$ cat src/rtl/bft_pkg.sv
// Shared definitions for the BFT leaf endpoint.
// Holds the packet field positions, the packet type codes, the packet and
// payload widths, and a helper that assembles an outgoing packet.
package bft_pkg;

  localparam int PACKET_BITS  = 49;
  localparam int PAYLOAD_BITS = 32;

  localparam int VALID_BIT    = 48;
  localparam int LEAF_MSB     = 47;
  localparam int LEAF_LSB     = 45;
  localparam int PORT_MSB     = 44;
  localparam int PORT_LSB     = 41;
  localparam int TYPE_MSB     = 40;
  localparam int TYPE_LSB     = 39;
  localparam int SEQ_MSB      = 38;
  localparam int SEQ_LSB      = 32;
  localparam int PAYLOAD_MSB  = 31;
  localparam int PAYLOAD_LSB  = 0;

  localparam int LEAF_W = LEAF_MSB - LEAF_LSB + 1;
  localparam int PORT_W = PORT_MSB - PORT_LSB + 1;
  localparam int SEQ_W  = SEQ_MSB - SEQ_LSB + 1;

  typedef enum logic [1:0] {
    TYPE_DATA      = 2'b00,
    TYPE_FREESPACE = 2'b01,
    TYPE_RSVD0     = 2'b10,
    TYPE_RSVD1     = 2'b11
  } pkt_type_e;

  function automatic logic [PACKET_BITS-1:0] make_pkt(
    input logic [LEAF_W-1:0]       leaf,
    input logic [PORT_W-1:0]       port,
    input pkt_type_e               ptype,
    input logic [SEQ_W-1:0]        seq,
    input logic [PAYLOAD_BITS-1:0] payload
  );
    return {1'b1, leaf, port, ptype, seq, payload};
  endfunction

endpackage

$ cat src/rtl/bft_rx_fifo.sv
// Synchronous receive FIFO for the BFT leaf endpoint.
// Ports: clk_i/rst_n_i clock and async active-low reset; push_i/wdata_i write
// side (ignored when full); pop_i read side (ignored when empty); rdata_o is
// the head word (zero when empty); full_o/empty_o status flags.
module bft_rx_fifo #(
  parameter int WIDTH = 32,
  parameter int DEPTH = 16
) (
  input  logic             clk_i,
  input  logic             rst_n_i,
  input  logic             push_i,
  input  logic [WIDTH-1:0] wdata_i,
  input  logic             pop_i,
  output logic [WIDTH-1:0] rdata_o,
  output logic             full_o,
  output logic             empty_o
);

  localparam int AW = $clog2(DEPTH);
  localparam logic [AW:0] PTR_ONE = (AW + 1)'(1);

  logic [WIDTH-1:0] mem_q [DEPTH];
  logic [AW:0]      wr_q;
  logic [AW:0]      rd_q;
  logic             do_push;
  logic             do_pop;

  // Pointers carry one extra wrap bit so full and empty are distinguishable.
  assign empty_o = (wr_q == rd_q);
  assign full_o  = (wr_q[AW] != rd_q[AW]) && (wr_q[AW-1:0] == rd_q[AW-1:0]);
  assign do_push = push_i && !full_o;
  assign do_pop  = pop_i && !empty_o;
  assign rdata_o = empty_o ? '0 : mem_q[rd_q[AW-1:0]];

  always_ff @(posedge clk_i or negedge rst_n_i) begin
    if (!rst_n_i) begin
      wr_q <= '0;
      rd_q <= '0;
    end else begin
      if (do_push) wr_q <= wr_q + PTR_ONE;
      if (do_pop)  rd_q <= rd_q + PTR_ONE;
    end
  end

  always_ff @(posedge clk_i) begin
    if (do_push) mem_q[wr_q[AW-1:0]] <= wdata_i;
  end

endmodule

$ cat src/rtl/bft_leaf_endpoint.sv
// BFT leaf endpoint: credit-based packet transmitter plus filtered receiver.
// Ports: clk_bft/reset_n clock and async active-low reset;
//   din_leaf2bft  packet from leaf,  dout_bft2leaf registered packet to leaf;
//   tx_data/tx_vld/tx_ack user send handshake (tx_ack combinational);
//   rx_data/rx_vld/rx_ack user receive handshake;
//   credits current TX credits; rx_drop one-cycle pulse per dropped packet.
module bft_leaf_endpoint #(
  parameter int PACKET_BITS   = 49,
  parameter int PAYLOAD_BITS  = 32,
  parameter int NUM_LEAF_BITS = 3,
  parameter int NUM_PORT_BITS = 4,
  parameter int NUM_ADDR_BITS = 7,
  parameter int SELF_LEAF     = 0,
  parameter int DEST_LEAF     = 1,
  parameter int DEST_PORT     = 1,
  parameter int RX_SRC_PORT   = 1,
  parameter int INIT_CREDITS  = 16,
  parameter int CREDIT_BITS   = 8,
  parameter int RX_FIFO_DEPTH = 16,
  parameter int UPDATE_SIZE   = 4
) (
  input  logic                    clk_bft,
  input  logic                    reset_n,
  input  logic [PACKET_BITS-1:0]  din_leaf2bft,
  output logic [PACKET_BITS-1:0]  dout_bft2leaf,
  input  logic [PAYLOAD_BITS-1:0] tx_data,
  input  logic                    tx_vld,
  output logic                    tx_ack,
  output logic [PAYLOAD_BITS-1:0] rx_data,
  output logic                    rx_vld,
  input  logic                    rx_ack,
  output logic [CREDIT_BITS-1:0]  credits,
  output logic                    rx_drop
);
  import bft_pkg::*;

  // Counter is wide enough for a full update plus one pop folded in while pending.
  localparam int CNT_W = $clog2(UPDATE_SIZE + 2);
  localparam logic [NUM_LEAF_BITS-1:0] SELF_L   = NUM_LEAF_BITS'(SELF_LEAF);
  localparam logic [NUM_PORT_BITS-1:0] RX_PORT_L = NUM_PORT_BITS'(RX_SRC_PORT);
  localparam logic [CNT_W-1:0]         CNT_LAST = CNT_W'(UPDATE_SIZE - 1);
  localparam logic [CNT_W-1:0]         CNT_UPD  = CNT_W'(UPDATE_SIZE);
  localparam logic [CNT_W-1:0]         CNT_ONE  = CNT_W'(1);
  localparam logic [NUM_ADDR_BITS-1:0] SEQ_ONE  = NUM_ADDR_BITS'(1);

  logic [PACKET_BITS-1:0]   dout_q, dout_d;
  logic [NUM_ADDR_BITS-1:0] seq_q, seq_d;
  logic [CREDIT_BITS-1:0]   credits_q, credits_d;
  logic                     drop_q, drop_d;
  logic                     pend_q, pend_d;
  logic [CNT_W-1:0]         cons_q, cons_d;

  logic                     rx_valid;
  logic [NUM_LEAF_BITS-1:0] rx_leaf;
  logic [NUM_PORT_BITS-1:0] rx_port;
  logic [1:0]               rx_type;
  logic [PAYLOAD_BITS-1:0]  rx_payload;
  logic [SEQ_W-1:0]         unused_rx_seq;

  logic fs_hit, data_hit, push, pop, tx_hs;
  logic fifo_full, fifo_empty;
  logic [CNT_W-1:0]         fs_count;
  logic [PAYLOAD_BITS-1:0]  fs_payload;
  logic [CREDIT_BITS:0]     credit_sum;

  assign rx_valid      = din_leaf2bft[VALID_BIT];
  assign rx_leaf       = din_leaf2bft[LEAF_MSB:LEAF_LSB];
  assign rx_port       = din_leaf2bft[PORT_MSB:PORT_LSB];
  assign rx_type       = din_leaf2bft[TYPE_MSB:TYPE_LSB];
  assign rx_payload    = din_leaf2bft[PAYLOAD_MSB:PAYLOAD_LSB];
  assign unused_rx_seq = din_leaf2bft[SEQ_MSB:SEQ_LSB];

  // Freespace packets only need the right leaf; data also needs the right port.
  assign fs_hit   = rx_valid && (rx_leaf == SELF_L) && (rx_type == TYPE_FREESPACE);
  assign data_hit = rx_valid && (rx_leaf == SELF_L) && (rx_type == TYPE_DATA) &&
                    (rx_port == RX_PORT_L);
  // Full is judged before any same-cycle pop, so push-while-full is a drop.
  assign push     = data_hit && !fifo_full;
  assign drop_d   = rx_valid && !fs_hit && !push;

  assign pop      = rx_vld && rx_ack;
  // Pending freespace update owns the output slot, so user data is held off.
  assign tx_ack   = reset_n && tx_vld && (credits_q != '0) && !pend_q;
  assign tx_hs    = tx_ack;

  assign fs_count   = CNT_UPD + {{(CNT_W-1){1'b0}}, pop};
  assign fs_payload = {{(PAYLOAD_BITS-CNT_W){1'b0}}, fs_count};

  always_comb begin
    dout_d = '0;
    if (pend_q) begin
      dout_d = make_pkt(LEAF_W'(DEST_LEAF), PORT_W'(RX_SRC_PORT), TYPE_FREESPACE,
                        '0, fs_payload);
    end else if (tx_hs) begin
      dout_d = make_pkt(LEAF_W'(DEST_LEAF), PORT_W'(DEST_PORT), TYPE_DATA,
                        SEQ_W'(seq_q), tx_data);
    end
  end

  assign seq_d = tx_hs ? seq_q + SEQ_ONE : seq_q;

  // Add and subtract in one step, one bit wider, then saturate high.
  assign credit_sum = {1'b0, credits_q}
                    + (fs_hit ? {1'b0, rx_payload[CREDIT_BITS-1:0]} : '0)
                    - {{CREDIT_BITS{1'b0}}, tx_hs};
  assign credits_d  = credit_sum[CREDIT_BITS] ? '1 : credit_sum[CREDIT_BITS-1:0];

  // A pop landing while an update is pending rides along in that update.
  always_comb begin
    cons_d = cons_q;
    pend_d = pend_q;
    if (pend_q) begin
      pend_d = 1'b0;
      cons_d = '0;
    end else if (pop) begin
      if (cons_q == CNT_LAST) begin
        cons_d = '0;
        pend_d = 1'b1;
      end else begin
        cons_d = cons_q + CNT_ONE;
      end
    end
  end

  always_ff @(posedge clk_bft or negedge reset_n) begin
    if (!reset_n) begin
      dout_q    <= '0;
      seq_q     <= '0;
      credits_q <= CREDIT_BITS'(INIT_CREDITS);
      drop_q    <= 1'b0;
      pend_q    <= 1'b0;
      cons_q    <= '0;
    end else begin
      dout_q    <= dout_d;
      seq_q     <= seq_d;
      credits_q <= credits_d;
      drop_q    <= drop_d;
      pend_q    <= pend_d;
      cons_q    <= cons_d;
    end
  end

  bft_rx_fifo #(
    .WIDTH (PAYLOAD_BITS),
    .DEPTH (RX_FIFO_DEPTH)
  ) u_rx_fifo (
    .clk_i   (clk_bft),
    .rst_n_i (reset_n),
    .push_i  (push),
    .wdata_i (rx_payload),
    .pop_i   (rx_ack),
    .rdata_o (rx_data),
    .full_o  (fifo_full),
    .empty_o (fifo_empty)
  );

  assign rx_vld        = !fifo_empty;
  assign dout_bft2leaf = dout_q;
  assign credits       = credits_q;
  assign rx_drop       = drop_q;

endmodule
$ cat config.mk
export PLATFORM = sky130hd
export DESIGN_NAME = bft_leaf_endpoint
export DESIGN_NICKNAME = d
export VERILOG_FILES = /design/src/rtl/bft_pkg.sv /design/src/rtl/bft_rx_fifo.sv /design/src/rtl/bft_leaf_endpoint.sv
export SDC_FILE = /design/constraint.sdc
export NUM_CORES = 1
export LEC_CHECK = 0
export ABC_CLOCK_PERIOD_IN_PS = 5600
export CAP_MARGIN = 20
export CELL_PAD_IN_SITES_DETAIL_PLACEMENT = 0
export CELL_PAD_IN_SITES_GLOBAL_PLACEMENT = 1
export CORE_ASPECT_RATIO = 0.6
export CORE_MARGIN = 2
export CORE_UTILIZATION = 50
export DETAILED_ROUTE_END_ITERATION = 6
export PLACE_DENSITY_LB_ADDON = 0.1
export RECOVER_POWER = 25
export SLEW_MARGIN = 20
export SYNTH_ARGS = -nofsm -noshare
export SYNTH_HDL_FRONTEND = slang
export SYNTH_HIERARCHICAL = 1
export SYNTH_SLANG_ARGS = --single-unit
$ cat constraint.sdc
create_clock -name clk_bft -period 5.6 [get_ports clk_bft]
set_clock_uncertainty 0.05 [all_clocks]
set_input_delay 1.12 -clock clk_bft [delete_from_list [all_inputs] [get_ports clk_bft]]
set_output_delay 1.12 -clock clk_bft [all_outputs]
set_load 0.1 [all_outputs]
======== Yosys cells after proc, flatten, opt, wreduce, memory -nomap -nowiden ========
Memory sizes are Yosys's and may differ from the RTL's.
Cells that the tools add are included.
storage, ports and cells
  word-level logic and storage cells ...... 57
  memories ................................ 1
  output and inout bits ................... 92
  register bits ........................... 79
  bits in latches ......................... 0
  RAM bits ................................ 512
  ROM bits ................................ 0
  input port bits ......................... 85
memories
  memory           words  bits a word  rd ports  clocked after memory_dff  wr ports  line               source
  u_rx_fifo.mem_q  16     32           1         0                         1         bft_rx_fifo.sv:22  logic [WIDTH-1:0] mem_q [DEPTH];
operators by class
  $lt $le $gt $ge ......................... 0
  shifts and indexed selects .............. 0
  eq/ne operators ......................... 6
  divide/modulo/power cells ............... 0
  add/sub/neg operators ................... 7
  bitwise logic cells ..................... 0
  mux-type cells .......................... 13
  reduce and logical (&&, ||, !) cells .... 22
  $mul .................................... 0
operators with widths
  cell                                                 count
  two-way mux 49 bit                                   2
  two-way mux 32 bit                                   1
  two-way mux 8 bit                                    2
  logical AND 1 bit                                    13
  adder 5 x 1 -> 5 bit, second input constant          2
  adder 8 x 8 -> 9 bit                                 1
  two-way mux 3 bit                                    3
  subtractor 9 x 1 -> 9 bit                            1
  nonzero test 8 bit                                   1
  adder 7 x 1 -> 7 bit, second input constant          1
  equality test 5 bit                                  1
  logical NOT 1 bit                                    5
  two-way mux 1 bit                                    5
  equality test 4 x 1 -> 1 bit, second input constant  1
  equality test 4 bit                                  1
  adder 3 x 1 -> 3 bit, first input constant           1
  adder 3 x 1 -> 3 bit, second input constant          1
  equality test 3 x 2 -> 1 bit, second input constant  1
  logical NOT 3 bit                                    1
  equality test 2 x 1 -> 1 bit, second input constant  1
  logical NOT 2 bit                                    1
  nonzero test 2 bit                                   1
  != test 1 bit                                        1

======== Logic depth before layout (Yosys ltp) ========
Gate-level depths: netlist of the first run.
  word-level depth ........................ 8
  mapped depth ............................ 14

======== Modules after synthesis ========
The synthesis of the first run kept the hierarchy.
modules (own cells, without submodules)
  module             times used  cells an instance  area an instance (um^2)
  bft_rx_fifo        1           857                19892.8
  bft_leaf_endpoint  1           251                2834.0

======== Least setup slack after synthesis of the first run ========
OpenSTA, ideal clock, no wires.
  kind .................................... input -> register
  start point ............................. input port din_leaf2bft[47]
  end point ............................... memory u_rx_fifo.mem_q[3][0], enable pin
  arrival time ............................ 4054 ps
  path slack .............................. 1035 ps
  buffers on the path ..................... 0
  setup time .............................. 461 ps
  required time ........................... 5089 ps
  stages on the path ...................... 5
  path through ............................ nand2b_1 nor4_1 and3_1 o211ai_1 nor3_1
on the way
  longest elaborated chain between the ends .. 8
ends and longest elaborated chain
  element                                  line                     source
  from (decl)                              bft_leaf_endpoint.sv:24  input logic [PACKET_BITS-1:0] din_leaf2bft,
  logical NOT 3 bit                        bft_leaf_endpoint.sv:75  assign data_hit = rx_valid && (rx_leaf == SELF_L) && (rx_type == TYPE_DATA) &&
  logical AND 1 bit (3 in a row)           bft_leaf_endpoint.sv:75
  logical AND 1 bit                        bft_leaf_endpoint.sv:78  assign push = data_hit && !fifo_full;
  via push                                 bft_leaf_endpoint.sv:60  logic fs_hit, data_hit, push, pop, tx_hs;
  logical AND 1 bit                        bft_rx_fifo.sv:31        assign do_push = push_i && !full_o;
  two-way mux 1 bit                        bft_rx_fifo.sv:46        if (do_push) mem_q[wr_q[AW-1:0]] <= wdata_i;
  two-way mux 1 bit (implied by the code)  bft_rx_fifo.sv:46
  to (decl)                                bft_rx_fifo.sv:22
The timed path passes the listed nets, and every way through them passes these cells.

======== Worst setup path after layout of the first run ========
  start point ............................. register u_rx_fifo.rd_q[0]
  end point ............................... output port rx_data[19]
on the way
  longest elaborated chain between the ends .. 2
  elaborated cells on any way between the ends .. 3
  classes of those cells .................. 1 x eq/ne; 1 x mux; 1 x memory
ends and longest elaborated chain
  element                 line                     source
  from (decl)             bft_rx_fifo.sv:24        logic [AW:0] rd_q;
  from (signal assigned)  bft_rx_fifo.sv:41        if (do_pop) rd_q <= rd_q + PTR_ONE;
  equality test 5 bit     bft_rx_fifo.sv:29        assign empty_o = (wr_q == rd_q);
  via fifo_empty          bft_leaf_endpoint.sv:61  logic fifo_full, fifo_empty;
  two-way mux 32 bit      bft_rx_fifo.sv:33        assign rdata_o = empty_o ? '0 : mem_q[rd_q[AW-1:0]];
  to (decl)               bft_leaf_endpoint.sv:29  output logic [PAYLOAD_BITS-1:0] rx_data,
The timed path passes the listed nets, and every way through them passes these cells.

==> run metrics, run 1 <==
die area 47200 sq um; R2R depth 8; FF-to-FF End u_rx_fifo/mem_q[6][21]; Antenna Violating Nets Remaining 0; hold path endpoint pend_q; GP Congestion 0.753; Core Rows 60; CTS Buffer Depth 3; FF+latch count, synth 583; Min-Delay Path Class register to register; Reg clk slew, reported paths 0.07 ns; maximum vdd ir drop around 0.00056 V; Sink Count 583; total gr overflow 0; CTS resizes 0; slew at the pin closest to its max-slew limit 1.06 ns; Synthesis Warnings 6; die height 169 um; Routed wire per std cell 25.8 um; worst hold margin 0.416 ns; RSZ-0062 raised after global routing false; initial antenna violation count 1; relative slew slack between 20% and 30%; DRC violations left 0; DRT Pass-1 Iters 5; Post-CTS Hold Buffers 0; area grow syn2layout 18.1%; vias in the first global route 11300; CP required 4.43 ns; Fill cells 3253; GRT Total Usage 21.5%; fin. max-slew vios 0; hold depth 1; nets 1412; Via Count 11300; EDFF count, synth between 500 and 600; status finished, final reports clean; clock latency on the worst-skew pair 0.58 ns; MaxCap Viol Count 0; first-pass GRT wire length 74800 um; Netlist cell types between 50 and 60; largest net degree at the start of global routing 102; share of cells above drive strength 1 22.6%; CP Class register to output pin; hpwl dp 28100 um; H-tree levels 2; Cell Chain, Critical Path xnor2_1, nand4_2, nor2_4, a21oi_1, clkdlybuf4s50_1; Crit. Startpoint u_rx_fifo/rd_q[0]; Pwr Density 535 nW/um^2; setup bufs post-CTS 0; Root Buffer clkbuf_16; final wirelength 50000 um; Synth Flop Type edfxtp_1; TritonCTS clock tree built; CP peak stage delay 1.03 ns; critical path launch point type register; f_max 201 MHz; synthesized cell area roughly 23000 sq um; TritonCTS Buffers between 50 and 60; crit-path max FO 23; Syn Inst Count 1108; Syn Area/Cell 20.5 sq um; Inserted Diodes 0; drt via density 5.82; final hold vios 0; leakage power slightly above 0.009 uW; Worst path slowest cell clkdlybuf4s50_1; Port Buf Inserts 163; Async SR Flop Fraction ~12%; core area 44800 sq um; min Tclk post-route 4.98 ns; period utilization ~89%; flop-to-flop setup slack 2.06 ns; endpoints failing setup 0; die span in x 279 um; sequential cell area fraction in the yosys report 75.5%; Hold Startpoint cons_q[2]; WP data arrival ~3.8 ns; Initial DRC Count 1240; reg2reg start u_rx_fifo/rd_q[0]; Setup TNS Final 0 ns; io pins approximately 180; Crit. End Element output pin; Initial Util 50.7%
area by class of cell:
type	count	area [sq um]	area share, %
Tap cell	589	737	2.75
Clock inverter	33	324	1.21
Timing Repair Buffer	202	1920	7.16
Inverter	29	109	0.406
Clock buffer	65	1440	5.35
Multi-Input combinational cell	435	5150	19.2
Sequential cell	583	17200	63.9
cells in the final DEF (no fill, tap or decap), drive strengths merged, types with 16 or more instances in the layout:
master / n
mux4: 128
and3: 16
a21oi: 39
nand2: 16
xnor2: 19
clkbuf: 66
clkinv: 25
dlygate4sd3: 18
buf: 58
and2: 41
edfxtp: 512
dfrtp: 70
a22oi: 64
clkdlybuf4s50: 125
inv: 30
ha: 23
power by group:
part | internal, uW | switching, uW | leakage (uW)
Combinational | 1840 | 3910 | 0.00273
Sequential | 4830 | 142 | 0.00551
Clock | 2100 | 1550 | 0.000873
Total | 8770 | 5590 | 0.00911
metal layers:
metal	global-route usage, %	wire length, um	part of all wire, %	up-vias
met5	0	0	0	-
met4	4.07	716	1.4	0
met3	3.58	2790	5.6	67
met2	33.1	23300	47	307
met1	33.2	23200	46	5990
li1	-	-	-	4907
kinds of logic (layout without fill, tap and decap cells):
group / Yosys count / count (layout) / share of synthesized area [%]
AO/OA/AOI/OAI: 138 / 138 / 4.19
XOR/XNOR: 22 / 22 / 0.848
adder cells (fa/ha/maj): 24 / 24 / 1.35
buffers and inverters: 95 / 329 / 2.20
flip-flops: 583 / 583 / 75.5
multiplexers: 132 / 132 / 12.9
other: 1 / 6 / 0.0165
AND/OR/NAND/NOR: 113 / 113 / 3.03
critical path, delay by kind of cell (launching register included):
kind | cells | cell delay, ns
xor gates and xnor gates | 1 | 0.25
buffers and inverters | 1 | 1.03
DFF | 1 | 0.64
AOI/OAI and AO/OA | 1 | 0.13
and+or+nand+nor | 2 | 1.16
stage by stage:
step	setup WS [ns]	total power (uW)	area [sq um]	cells	util [%]
after floorplan	1.03	9530	22700	1113	-
after global placement	1.07	10800	25100	1838	56.0
after detailed placement	1.01	10900	25100	1838	56.0
after CTS	0.562	14500	26800	1936	59.9
after global routing	0.426	14900	26800	1936	59.9
final	0.621	14400	26800	1936	59.9
state kept, by name, summed over array words and instances, names as in the netlist:
name and flops:
u_rx_fifo/mem_q 512, dout_bft2leaf 41, credits 8, seq_q 7
u_rx_fifo/rd_q 5, u_rx_fifo/wr_q 5, cons_q 3, pend_q 1
rx_drop 1
synthesized netlist by cell type (3+ instances only):
master | number | area, sq um
edfxtp_1 | 512 | 15400
mux4_2 | 128 | 2880
dfrtp_1 | 70 | 1750
a22oi_1 | 64 | 480
and2_1 | 41 | 257
a21oi_1 | 39 | 195
inv_1 | 29 | 109
ha_1 | 23 | 288
clkbuf_1 | 22 | 82.6
buf_2 | 21 | 105
xnor2_1 | 19 | 166
and3_1 | 16 | 100
nand2_1 | 16 | 60.1
buf_4 | 11 | 82.6
buf_6 | 10 | 113
nor2_1 | 7 | 26.3
nor2b_1 | 7 | 43.8
o21ai_0 | 5 | 25.0
o31ai_1 | 5 | 37.5
a21o_1 | 4 | 30.0
mux2_2 | 4 | 45.0
nand2b_1 | 4 | 25.0
nor3_1 | 4 | 20.0
a211oi_1 | 3 | 22.5
o211ai_1 | 3 | 22.5
o32ai_1 | 3 | 26.3
xor2_1 | 3 | 26.3
how the worst max path moves through the flow:
stage                                  to  slack (ns)  cells past startpoint
CTS                           rx_data[19]        0.56                      5
global placement               credits[7]        1.07                     13
finish                        rx_data[19]        0.62                      5
floorplan           u_rx_fifo/mem_q[3][0]        1.03                      5
detailed placement             credits[1]        1.01                     13
global route                  rx_data[19]        0.43                      5
Note: power is estimated with default switching activity, not from simulation.
==> run 2, diff against run 1 <==
- CORE_ASPECT_RATIO: 0.6 -> 1.5
==> run 2 against run 1 <==
Net effect: combinational power is 3.8% lower; clock-buffer cell count is 1 higher; non-clock buffer count is 8 lower; worst hold slack worse by 0.033 ns; via count is 1.2% lower; core utilization is 0.61 points lower; flip-flop and latch count stayed put; total power is 2.3% lower; register-to-register slack worse by 0.17 ns; maximum frequency is 3.2% higher; cell count is 0.98% lower; largest cell class unchanged; highest routed layer is now met5.
==> run metrics, run 2 (synthesis results as in run 1) <==
status finished, final reports clean; die height between 200 and 300 um; Sink Count ~580; setup bufs post-CTS 0; Antenna Violating Nets Remaining 0; Setup TNS Final 0 ns; GRT Total Usage 21.2%; final wirelength 48200 um; GP Congestion 0.750; CP required 4.43 ns; Reg clk slew, reported paths 0.06 ns; core area 44800 sq um; total gr overflow 0; max reg flops 512; maximum vdd ir drop roughly 0.00038 V; CP Class register to output pin; Comb power frac about two fifths; Core Rows 95; die span in x approximately 180 um; largest net degree at the start of global routing 68; period utilization 86.2%; placed inst area 24900 sq um; endpoints failing setup 0; Seq pwr share a little over a third; min Tclk post-route 4.82 ns; initial antenna violation count 3; Min-Delay Path Class primary input to async pin; io pins 177; Crit. End Element output pin; relative slew slack 22.5%; DRT Pass-1 Iters 4; most frequent cells in the layout edfxtp_1, mux4_2, clkdlybuf4s50_1; R2R depth 8; TritonCTS Buffers 52; RSZ-0062 raised after global routing false; die area 47200 sq um; CTS resizes 0; crit-path max FO 48; Port Buf Inserts 163; slew at the pin closest to its max-slew limit 1.16 ns; Fill cells roughly 3300; Via Count 11100; area grow syn2layout 16.9%; fin. max-slew vios 0; design area 26600 sq um; Pwr Density ~530 nW/um^2; Root Buffer clkbuf_16; P_sw 5530 uW; Initial Util 50.7%; leakage power 0.00898 uW; DRC violations left 0; Clock Power Share 24.5%; f_max 207 MHz; Routed wire per std cell 25.2 um; final hold vios 0; Pint 8510 uW; drt via density 5.81; critical path launch point type register; MaxCap Viol Count 0; Post-CTS Hold Buffers 0; most common cell after layout, fill and taps aside edfxtp_1; Initial DRC Count 780; CTS Buffer Depth 3; Switching Share between 30 and 40%; nets roughly 1400; Inserted Diodes 0; share of cells above drive strength 1 22.6%; vias in the first global route around 12000; WP data arrival 3.65 ns; hpwl dp 26600 um; H-tree levels 2; clock latency on the worst-skew pair 0.57 ns; TritonCTS clock tree built; first-pass GRT wire length 73600 um
## run 2: stage by stage
step	utilization [%]	std cells	total power [uW]	hold WS [ns]	setup slack (ns)
global route	59.3	1917	14600	0.367	0.462
floorplan	-	1113	9530	0.302	1.03
finish	59.3	1917	14000	0.383	0.775
detailed placement	55.6	1823	10800	0.402	1.05
global placement	55.7	1823	10800	0.399	1.09
CTS	59.3	1917	14200	0.267	0.623
## run 2: area by class of cell
type | count | area (sq um) | area share, %
flip-flops and latches | 583 | 17200 | 64.6
multi-input cells | 435 | 5160 | 19.4
repair buffers | 194 | 1780 | 6.71
clock buffers | 66 | 1380 | 5.18
well taps | 582 | 728 | 2.74
clock inverters | 28 | 251 | 0.947
inverters | 29 | 110 | 0.414
## run 2: per-layer routing
metal / part of all wire [%] / vias to the layer above / track usage, %
met4: 1.8 / 4 / 4.87
met2: 53 / 353 / 37.0
met1: 39 / 5845 / 27.4
li1: - / 4862 / -
met5: 0.052 / - / 0
met3: 6.8 / 71 / 4.46
## run 2: path summary, 6_finish.rpt
check                                  startpoint                       to  slack, ns
worst min register to register          cons_q[2]                   pend_q       0.40
worst max-delay path            u_rx_fifo/rd_q[0]              rx_data[31]       0.78
worst min-delay path                      reset_n               credits[7]       0.38
max in group asynchronous                 reset_n        u_rx_fifo/rd_q[0]       3.86
worst max register to register  u_rx_fifo/rd_q[0]  u_rx_fifo/mem_q[12][30]       1.89
min in group clk_bft                    cons_q[2]                   pend_q       0.40
## run 2: critical path: stages (launching register included)
cell	delay (ns)
dfrtp_4	0.87
buf_4	0.88
mux4_2	0.61
a22oi_1	0.22
a21oi_1	0.15
buf_4	0.29
## run 2: power by group through the flow
stage / clock network, uW / logic [uW] / registers (uW)
detailed placement: 0 / 5590 / 5170
floorplan: 0 / 4200 / 5330
global route: 3670 / 5850 / 5100
finish: 3440 / 5530 / 5070
CTS: 3510 / 5610 / 5080
global placement: 0 / 5580 / 5170
